[src/rtl/mult_pkg.sv]
// Shared types and defaults for the round-robin shift-add multiplier scheduler.
package mult_pkg;

    localparam int WIDTH_DEF = 6;

    typedef enum logic [1:0] {
        IDLE,
        RUN,
        DONE
    } state_t;

    typedef logic req_id_t;

endpackage

[src/rtl/mult_dp.sv]
// Shift-add datapath: multiplicand shifts left, multiplier shifts right, acc sums.
module mult_dp
    import mult_pkg::*;
#(
    parameter int WIDTH = WIDTH_DEF
) (
    input  logic               clk,
    input  logic               rst,
    input  logic               ld,
    input  logic               step,
    input  logic [WIDTH-1:0]   a,
    input  logic [WIDTH-1:0]   b,
    output logic               b0,
    output logic               b_zero,
    output logic [2*WIDTH-1:0] acc
);

    logic [2*WIDTH-1:0] a_q, a_d;
    logic [WIDTH-1:0]   b_q, b_d;
    logic [2*WIDTH-1:0] acc_q, acc_d;

    always_comb begin
        a_d   = a_q;
        b_d   = b_q;
        acc_d = acc_q;
        if (ld) begin
            acc_d = '0;
            a_d   = {{WIDTH{1'b0}}, a};
            b_d   = b;
        end else if (step) begin
            if (b_q[0]) begin
                acc_d = acc_q + a_q;
            end
            a_d = a_q << 1;
            b_d = b_q >> 1;
        end
    end

    always_ff @(posedge clk or negedge rst) begin
        if (!rst) begin
            a_q   <= '0;
            b_q   <= '0;
            acc_q <= '0;
        end else begin
            a_q   <= a_d;
            b_q   <= b_d;
            acc_q <= acc_d;
        end
    end

    assign b0     = b_q[0];
    // True when the B value left after the current shift is zero.
    assign b_zero = ((b_q >> 1) == '0);
    assign acc    = acc_q;

endmodule

[src/rtl/seq_mult_sched.sv]
// Round-robin scheduler/controller for two requesters sharing one shift-add multiplier.
// Optional early termination when B runs out of set bits: define SEQ_MULT_EARLY_TERM_EN.
//
// state | meaning
// IDLE  | arbitrate, grant winner, load its operands
// RUN   | one add/shift iteration per cycle
// DONE  | product valid, done pulse, back to IDLE
module seq_mult_sched
    import mult_pkg::*;
#(
    parameter int WIDTH = WIDTH_DEF
) (
    input  logic               clk,
    input  logic               rst,
    input  logic [1:0]         req,
    input  logic [WIDTH-1:0]   a0,
    input  logic [WIDTH-1:0]   b0,
    input  logic [WIDTH-1:0]   a1,
    input  logic [WIDTH-1:0]   b1,
    output logic [1:0]         gnt,
    output logic               busy,
    output logic               done,
    output logic               done_id,
    output logic [2*WIDTH-1:0] product
);

    localparam int CNT_W = $clog2(WIDTH) + 1;

    state_t             state_q, state_d;
    req_id_t            prio_q, prio_d;
    req_id_t            done_id_q, done_id_d;
    logic [CNT_W-1:0]   cnt_q, cnt_d;
    logic [2*WIDTH-1:0] product_q, product_d;

    req_id_t            winner;
    logic [1:0]         gnt_c;
    logic               ld, step;
    logic [WIDTH-1:0]   a_sel, b_sel;
    logic               dp_b0, dp_b_zero;
    logic [2*WIDTH-1:0] dp_acc;
    logic               unused_dp_b0;

    assign winner = (req == 2'b11) ? prio_q : req[1];
    assign a_sel  = winner ? a1 : a0;
    assign b_sel  = winner ? b1 : b0;

    always_comb begin
        state_d   = state_q;
        prio_d    = prio_q;
        done_id_d = done_id_q;
        cnt_d     = cnt_q;
        product_d = product_q;
        gnt_c     = 2'b00;
        ld        = 1'b0;
        step      = 1'b0;
        case (state_q)
            IDLE: begin
                if (req != 2'b00) begin
                    gnt_c[winner] = 1'b1;
                    ld            = 1'b1;
                    cnt_d         = '0;
                    done_id_d     = winner;
                    prio_d        = ~winner;
                    state_d       = RUN;
`ifdef SEQ_MULT_EARLY_TERM_EN
                    if (b_sel == '0) begin
                        state_d = DONE;
                    end
`endif
                end
            end
            RUN: begin
                step  = 1'b1;
                cnt_d = cnt_q + 1'b1;
                if (cnt_q == CNT_W'(WIDTH - 1)) begin
                    state_d = DONE;
                end
`ifdef SEQ_MULT_EARLY_TERM_EN
                if (dp_b_zero) begin
                    state_d = DONE;
                end
`endif
            end
            DONE: begin
                product_d = dp_acc;
                state_d   = IDLE;
            end
            default: state_d = IDLE;
        endcase
    end

    always_ff @(posedge clk or negedge rst) begin
        if (!rst) begin
            state_q   <= IDLE;
            prio_q    <= 1'b0;
            done_id_q <= 1'b0;
            cnt_q     <= '0;
            product_q <= '0;
        end else begin
            state_q   <= state_d;
            prio_q    <= prio_d;
            done_id_q <= done_id_d;
            cnt_q     <= cnt_d;
            product_q <= product_d;
        end
    end

    mult_dp #(
        .WIDTH (WIDTH)
    ) u_dp (
        .clk    (clk),
        .rst    (rst),
        .ld     (ld),
        .step   (step),
        .a      (a_sel),
        .b      (b_sel),
        .b0     (dp_b0),
        .b_zero (dp_b_zero),
        .acc    (dp_acc)
    );

    // The datapath handles B[0] internally; the controller never needs it.
    assign unused_dp_b0 = dp_b0;

    // Grant is combinational, so mask it while reset is held.
    assign gnt     = rst ? gnt_c : 2'b00;
    assign busy    = (state_q != IDLE);
    assign done    = (state_q == DONE);
    assign done_id = done_id_q;
    // Product shows the fresh result in the DONE cycle, then the held copy.
    assign product = done ? dp_acc : product_q;

endmodule

[config.mk]
export PLATFORM = sky130hd
export DESIGN_NAME = seq_mult_sched
export DESIGN_NICKNAME = d
export VERILOG_FILES = /design/src/rtl/mult_pkg.sv /design/src/rtl/mult_dp.sv /design/src/rtl/seq_mult_sched.sv
export SDC_FILE = /design/constraint.sdc
export NUM_CORES = 1
export LEC_CHECK = 0
export BUFFER_PORTS_ARGS = -buffer_cell sky130_fd_sc_hd__buf_2
export CAP_MARGIN = 20
export CORE_UTILIZATION = 56
export DETAILED_ROUTE_END_ITERATION = 8
export PLACE_DENSITY_LB_ADDON = 0.3
export REMOVE_ABC_BUFFERS = 1
export SLEW_MARGIN = 5
export SYNTH_ARGS = -nofsm -noshare
export SYNTH_HDL_FRONTEND = slang
export SYNTH_SLANG_ARGS = --single-unit
[constraint.sdc]
create_clock -name clk -period 2.7 [get_ports clk]
set_clock_uncertainty 0.1 [all_clocks]
set_input_delay 0.405 -clock clk [delete_from_list [all_inputs] [get_ports clk]]
set_output_delay 0.405 -clock clk [all_outputs]
set_load 0.02 [all_outputs]
==> impl_metrics.ini, run 1 <==
[detailed_routing]
drt_wl_total_um = 5140
firstDrtPassIters = 4
drc = 0
ant_nets = 0
drt-initial-drc-count = 87
wl_per_cell_um = 14.0
viasPerCell = 5.57
vias = 2046

[yosys]
avgSynthCellArea_um2 = 10.0
synthSimpleGateAreaFrac_pct = 16.6
synthFlopType = dfrtp_1
yosys_warnings = 0
ys_seq_area_share_pct = 46.3
yosysTopAreaCellShare_pct = 46.3
synthXorXnorAreaFrac_pct = 2.59
synthTopCellsByArea = dfrtp_1, nand2_1, ha_1
synth-adder-area-share_pct = 6.76
synthTopCellsByCount = nand2_1, dfrtp_1, o21ai_0
synthCells = 269
netlist.top_cell.by_area = dfrtp_1
synth_edf_count = 0
synth_seq_cells = 50
yosysMostFrequentCell = nand2_1
synthMuxAreaShare_pct = 9.81
synth_async_sr_flop_share_pct = 100
syn_area_mm2 = 0.00270
synth.distinct_cells = 37
synth_compound_area_share_pct = 14.6
synth_top_family_by_area = simple AND/OR/NAND/NOR gates

[die]
dieArea_mm2 = 0.00511
dieHeight_um = 71.5
initial_core_util_pct = 60.0
core_area_mm2 = 0.00450
rows = 24
ios = 45
die_x_um = 71.5

[cells_and_area]
nets = 356
fillers = 346
final_area_mm2 = 0.00310
num_antenna_cells = 0
finalNonFillerCells = 367
syn2layout_area_growth_pct = 14.7
fin_util_pct = 68.8
drive_above_1_share_pct = 27.9

[grt]
grt_pass1_vias = 2079
grt_overflow_total = 0
grt_pass1_wl_um = 9100
track_usage_pct = 22.8
grt_antenna_before_repair = 0
grt_max_degree = 51

[timing]
hold_viol_final = 0
rsz0062_at_grt = false
slew_viol_final = 0
finalCriticalPeriod_ns = 2.15
setup-tns-final_ns = 0
maxSlewHeadroom_pct = 46.8
post-route-period-util_pct = 79.7
worstMarginPinSlew_ns = 0.798
max_freq_ghz = 0.465
setup_viol = 0

[setup_path]
end_kind = flop
critPathLaunchType = flop
cpPeakStageDelay_ns = 0.39
crit_start = u_dp.acc[0]
critPathRequiredTime_ns = 2.77
cp_common_cell = o21ai_1
crit_chain = ha_1 -> inv_1 -> fa_1 -> nand2b_1 -> a21oi_1 -> a211oi_2 -> o21ai_1 -> xnor2_1 -> o21ai_1
crit_type = reg -> reg
cpMaxStageDelayCell = dfrtp_1
reg2reg_from = u_dp.acc[0]
worstPathArrival_ns = 2.22
crit_fanout = 3

[cts]
clock-sinks = 50
clkLatencyLatePin_ns = 0.30
post_cts_buffers = 0
clk_pin_slew_worst_paths_ns = 0.09
cts_buffers = 5
cts_resized = 0
cts_htree_levels = 2
clk_path_buf_depth = 2
hold_buffers = 0
cts_tree = done
cts_root_buf = clkbuf_8

[place]
dp_cells = 359
portBuffers = 44
gp_congestion = 0.878
dp_hpwl_um = 3820
dpl_cell_area_mm2 = 0.00296

[flow_run]
drv_cap = 0

[power_and_ir_drop]
power.leakage_nw = 1.49
powerDensity_mw_per_mm2 = 1290
ir_drop_mv = 0.718

[hold_path]
hp-class = in -> async

[run_status]
status = completed
## where the power goes
group          total [mW]  leakage (nW)  internal (mW)  switching (mW)
registers            1.34         0.622           1.10           0.237
clock network       0.632        0.0714          0.395           0.237
logic                2.02         0.800          0.847            1.17
## cells in the final DEF (no fill, tap or decap), types with 6 or more instances in the layout
| cell | instances |
|---|---|
| dfrtp_1 | 50 |
| nand2_1 | 51 |
| a21oi_1 | 13 |
| ha_1 | 13 |
| buf_2 | 44 |
| inv_1 | 6 |
| nor2_1 | 9 |
| a21oi_2 | 7 |
| nand3_1 | 8 |
| o21ai_0 | 19 |
| and3_1 | 11 |
| mux2_2 | 12 |
| clkbuf_8 | 6 |
| mux2i_1 | 13 |
## worst max-delay path, delay by kind of cell, from the launching register on
family                   cells  cell delay, ns
flip-flops                   1            0.39
adder cells (fa/ha/maj)      2            0.60
AO/OA/AOI/OAI                4            0.54
AND/OR/NAND/NOR              1            0.21
buffers and inverters        1            0.07
XOR/XNOR                     1            0.13
## cell families after synthesis
kind of cell             count (synthesis)
AO/OA/AOI/OAI                           59
adder cells (fa/ha/maj)                 14
AND/OR/NAND/NOR                         96
multiplexers                            25
buffers and inverters                   17
flip-flops                              50
XOR/XNOR                                 8
## sequential cells by signal, indices dropped and copies added (netlist names)
| register | count |
|---|---|
| u_dp.acc | 12 |
| product_q | 12 |
| u_dp.a_q | 12 |
| prio_q | 1 |
| cnt_q | 4 |
| state_q | 2 |
| u_dp.b_q | 6 |
| done_id | 1 |
## layer usage
metal,up-vias,track usage (%),share of wire (%)
met1,970,28.7,47
met5,-,0,0
met2,46,38.9,48
met4,0,9.37,1.8
li1,1021,-,-
met3,9,4.36,3.6
## final timing paths
kind,endpoint,slack [ns],cells after the start
max reg2reg,u_dp.acc[10],0.55,9
min reg2reg,u_dp.acc[11],0.38,1
max,u_dp.acc[10],0.55,9
min in group clk,u_dp.b_q[1],0.30,3
max in group asynchronous,product_q[9],1.89,2
min,product_q[0],0.19,2
## through the flow
stage	hold WS [ns]	worst slack, ns	power [mW]
detailed placement	0.369	0.598	3.38
global placement	0.361	0.706	3.29
floorplan	0.00941	0.326	2.87
global route	0.257	0.402	4.33
CTS	0.216	0.558	4.01
finish	0.195	0.549	3.99
## area by class of cell
type	count	area [um2]	share of cell area, %
clock inverters	2	60.1	1.94
inverters	6	22.5	0.727
multi-input cells	202	1360	43.9
clock buffers	6	82.6	2.66
repair buffers	49	258	8.32
well taps	52	65.1	2.10
flip-flops and latches	50	1250	40.4
No activity file was read; power rests on OpenSTA's default activity.
==> inputs of run 2 (changes only) <==
==> constraint.sdc (replaced) <==
create_clock -name clk -period 2.18 [get_ports clk]
set_clock_uncertainty 0.1 [all_clocks]
set_input_delay 0.327 -clock clk [delete_from_list [all_inputs] [get_ports clk]]
set_output_delay 0.327 -clock clk [all_outputs]
set_load 0.02 [all_outputs]
==> impl_metrics.ini, run 2 (synthesis results as in run 1) <==
[run_status]
status = completed

[timing]
setup-tns-final_ns = 0
fin_hold_ws_ns = 0.110
max_freq_ghz = 0.494
post-route-period-util_pct = 92.9
rsz0062_at_grt = false
fin_ws_ns = 0.154
slew_viol_final = 0
setup_viol = 0
finalCriticalPeriod_ns = 2.03
hold_viol_final = 0
worstMarginPinSlew_ns = 0.826
maxSlewHeadroom_pct = 45.0

[power_and_ir_drop]
power.switching_mw = 2.03
switching_share_pct = 42.3
p_int_mw = 2.77
clkPwrFrac_pct = 13.3
power.leakage_nw = 1.48
ir_drop_mv = 0.679
powerDensity_mw_per_mm2 = 1560
seqPwrFrac_pct = 34.6
p_comb_share_pct = 52.2
finalPower_mw = 4.80

[cells_and_area]
fillers = 355
fin_util_pct = 68.4
nets = 356
syn2layout_area_growth_pct = 14.0
multiInputGateArea_mm2 = 0.00137
register_area_mm2 = 0.00125
finalNonFillerCells = 367
drive_above_1_share_pct = 28.6
num_antenna_cells = 0
final_cell_mix = nand2_1, dfrtp_1, buf_2
final_area_mm2 = 0.00308
layout_commonest_cell = nand2_1

[grt]
grt_pass1_vias = 2020
grt_pass1_wl_um = 9070
grt_max_degree = 51
track_usage_pct = 22.8
grt_antenna_before_repair = 0
grt_overflow_total = 0

[place]
dpl_cell_area_mm2 = 0.00296
dp_cells = 359
gp_congestion = 0.877
pre_cts_ws_ns = 0.134
dp_hpwl_um = 3780
portBuffers = 44

[die]
core_area_mm2 = 0.00450
die_x_um = 71.5
ios = 45
dieArea_mm2 = 0.00511
rows = 24
dieHeight_um = 71.5
initial_core_util_pct = 60.0

[cts]
hold_buffers = 0
cts_buffers = 5
cts_tree = done
clk_path_buf_depth = 2
clock-sinks = 50
cts_root_buf = clkbuf_8
post_cts_buffers = 0
cts_htree_levels = 2
clk_pin_slew_worst_paths_ns = 0.09
cts_resized = 0
clkLatencyLatePin_ns = 0.30

[detailed_routing]
drt_wl_total_um = 5050
drt-initial-drc-count = 103
firstDrtPassIters = 4
vias = 2007
wl_per_cell_um = 13.7
drc = 0
ant_nets = 0
viasPerCell = 5.47

[setup_path]
worstPathArrival_ns = 1.60
ff2ff_setup_slack_ns = 0.16
path_delay_family = flip-flops
crit_buf_inv = 2
crit_fanout = 13
end_kind = output port
crit_chain = nor2b_1 -> buf_4 -> mux2_2 -> buf_2
crit_type = reg -> out
cpPeakStageDelay_ns = 0.41
cpMaxStageDelayCell = dfrtp_1
critPathRequiredTime_ns = 1.75
critPathLaunchType = flop

[flow_run]
drv_cap = 0

[hold_path]
hp-class = in -> async
## run 2: layout make-up
type	instances	area share, %
multi-input combinational	202	44.6
sequential	50	40.6
timing repair buffer	49	8.37
clock buffer	6	2.36
tap	52	2.11
clock inverter	2	1.22
inverter	6	0.731
## run 2: final timing paths
kind	cells past startpoint	end	start
worst max-delay path	4	product[3]	state_q[0]
worst min-delay path	2	product_q[0]	rst
worst max register to register	9	u_dp.acc[10]	u_dp.a_q[0]
worst min register to register	1	u_dp.acc[11]	u_dp.acc[11]
max in group asynchronous	2	product_q[6]	rst
min in group clk	3	u_dp.b_q[5]	b1[5]
## run 2: metal layers
metal | part of all wire (%) | global-route usage [%] | routed length [um]
met2 | 48 | 39.0 | 2440
met1 | 48 | 29.8 | 2400
met5 | 0 | 0 | 0
met4 | 1.2 | 6.97 | 62
met3 | 2.8 | 3.94 | 143
## run 2: power groups by stage
stage	registers, mW	logic, mW	clock network (mW)
2_1_floorplan	1.59	1.96	0
3_3_place_gp	1.65	2.42	0
3_5_place_dp	1.68	2.49	0
4_1_cts	1.66	2.51	0.655
5_1_grt	1.73	2.83	0.694
6_report	1.66	2.50	0.636
==> inputs of run 3 (changes only) <==
--- a/config.mk
+++ b/config.mk
@@ -7,7 +7,7 @@
 export LEC_CHECK = 0
 export BUFFER_PORTS_ARGS = -buffer_cell sky130_fd_sc_hd__buf_2
 export CAP_MARGIN = 20
-export CORE_UTILIZATION = 56
+export CORE_UTILIZATION = 58
 export DETAILED_ROUTE_END_ITERATION = 8
 export PLACE_DENSITY_LB_ADDON = 0.3
 export REMOVE_ABC_BUFFERS = 1
==> constraint.sdc (replaced) <==
create_clock -name clk -period 2.5 [get_ports clk]
set_clock_uncertainty 0.1 [all_clocks]
set_input_delay 0.375 -clock clk [delete_from_list [all_inputs] [get_ports clk]]
set_output_delay 0.375 -clock clk [all_outputs]
set_load 0.02 [all_outputs]
==> impl_metrics.ini, run 3 (synthesis results as in run 1) <==
[cts]
clk_path_buf_depth = 2
cts_root_buf = clkbuf_8
clock-sinks = 50
clkLatencyLatePin_ns = 0.30
cts_htree_levels = 2
cts_tree = done
cts_buffers = 5
cts_resized = 0
post_cts_buffers = 0
hold_buffers = 0
clk_pin_slew_worst_paths_ns = 0.08

[power_and_ir_drop]
p_comb_share_pct = 52.1
power.leakage_nw = 1.49
seqPwrFrac_pct = 34.2
p_int_mw = 2.44
ir_drop_mv = 0.763
switching_share_pct = 42.1
power.switching_mw = 1.77
powerDensity_mw_per_mm2 = 1360
clkPwrFrac_pct = 13.7
finalPower_mw = 4.21

[timing]
setup-tns-final_ns = 0
worstMarginPinSlew_ns = 0.812
rsz0062_at_grt = false
post-route-period-util_pct = 84.3
slew_viol_final = 0
maxSlewHeadroom_pct = 45.9
max_freq_ghz = 0.474
hold_viol_final = 0
setup_viol = 0
finalCriticalPeriod_ns = 2.11
fin_ws_ns = 0.392

[cells_and_area]
register_area_mm2 = 0.00125
final_cell_mix = nand2_1, dfrtp_1, buf_2
multiInputGateArea_mm2 = 0.00136
num_antenna_cells = 0
layout_commonest_cell = nand2_1
syn2layout_area_growth_pct = 14.1
drive_above_1_share_pct = 28.2
nets = 358
fillers = 352

[setup_path]
crit_type = reg -> out
worstPathArrival_ns = 1.63
cpPeakStageDelay_ns = 0.40
end_kind = output port
critPathLaunchType = flop
cpMaxStageDelayCell = dfrtp_1
critPathRequiredTime_ns = 2.03
crit_fanout = 11
crit_chain = or2_4 -> nor2_1 -> buf_4 -> and3_1 -> buf_2

[detailed_routing]
firstDrtPassIters = 4
wl_per_cell_um = 13.8
drc = 0
vias = 2077
drt-initial-drc-count = 108
ant_nets = 0
drt_wl_total_um = 5090
viasPerCell = 5.64

[hold_path]
hp-class = in -> async

[place]
gp_congestion = 0.856
portBuffers = 44
pre_cts_ws_ns = 0.426
dp_hpwl_um = 3760

[grt]
grt_pass1_wl_um = 9090
grt_max_degree = 51
grt_antenna_before_repair = 0
grt_overflow_total = 0
track_usage_pct = 23.3
grt_pass1_vias = 2069

[die]
core_area_mm2 = 0.00441
rows = 24
dieHeight_um = 70.3
dieArea_mm2 = 0.00494
ios = 45
initial_core_util_pct = 61.2
die_x_um = 70.3

[flow_run]
drv_cap = 0

[run_status]
status = completed
[run 3: metal layers]
metal / track usage [%] / wire (um) / vias to the layer above / share of wire [%]
li1: - / - / 1032 / -
met4: 10.4 / 118 / 0 / 2.3
met3: 4.76 / 163 / 11 / 3.2
met2: 35.9 / 2330 / 51 / 46
met5: 0 / 0 / - / 0
met1: 31.7 / 2480 / 983 / 49
[run 3: worst max-delay path: cells and delay by family (launching register included)]
kind	cells	cell delay, ns
flip-flops	1	0.40
buffers and inverters	2	0.36
AND/OR/NAND/NOR	3	0.57
[run 3: area by class of cell]
type                            instances  area share [%]
Clock buffer                            6            2.68
Clock inverter                          1           0.974
Inverter                                6           0.730
Multi-Input combinational cell        202            44.1
Sequential cell                        50            40.6
Tap cell                               52            2.11
Timing Repair Buffer                   51            8.84
[run 3: path summary, 6_finish.rpt]
path,startpoint,end,slack (ns),cells after the start
min in group clk,a1[0],u_dp.a_q[0],0.26,3
max in group asynchronous,rst,u_dp.acc[9],1.78,2
max reg2reg,u_dp.a_q[0],u_dp.acc[8],0.41,9
min,rst,u_dp.b_q[1],0.12,2
min reg2reg,u_dp.acc[11],u_dp.acc[11],0.38,1
max,state_q[1],gnt[0],0.39,5
[run 3: per-stage QoR]
stage | hold slack (ns) | std cells | area (um2) | utilization, %
after detailed placement | 0.368 | 361 | 2970 | 67.3
after global routing | 0.174 | 368 | 3080 | 69.9
after global placement | 0.361 | 361 | 2970 | 67.3
after floorplan | -0.0206 | 258 | 2630 | -
after CTS | 0.152 | 368 | 3080 | 69.9
final | 0.116 | 368 | 3080 | 69.9
[run 3: power groups by stage]
stage          Combinational [mW]  Sequential (mW)  Clock (mW)
2_1_floorplan                1.71             1.39           0
3_3_place_gp                 2.12             1.44           0
5_1_grt                      2.46             1.49       0.618
4_1_cts                      2.21             1.44       0.584
6_report                     2.19             1.44       0.576
3_5_place_dp                 2.20             1.46           0
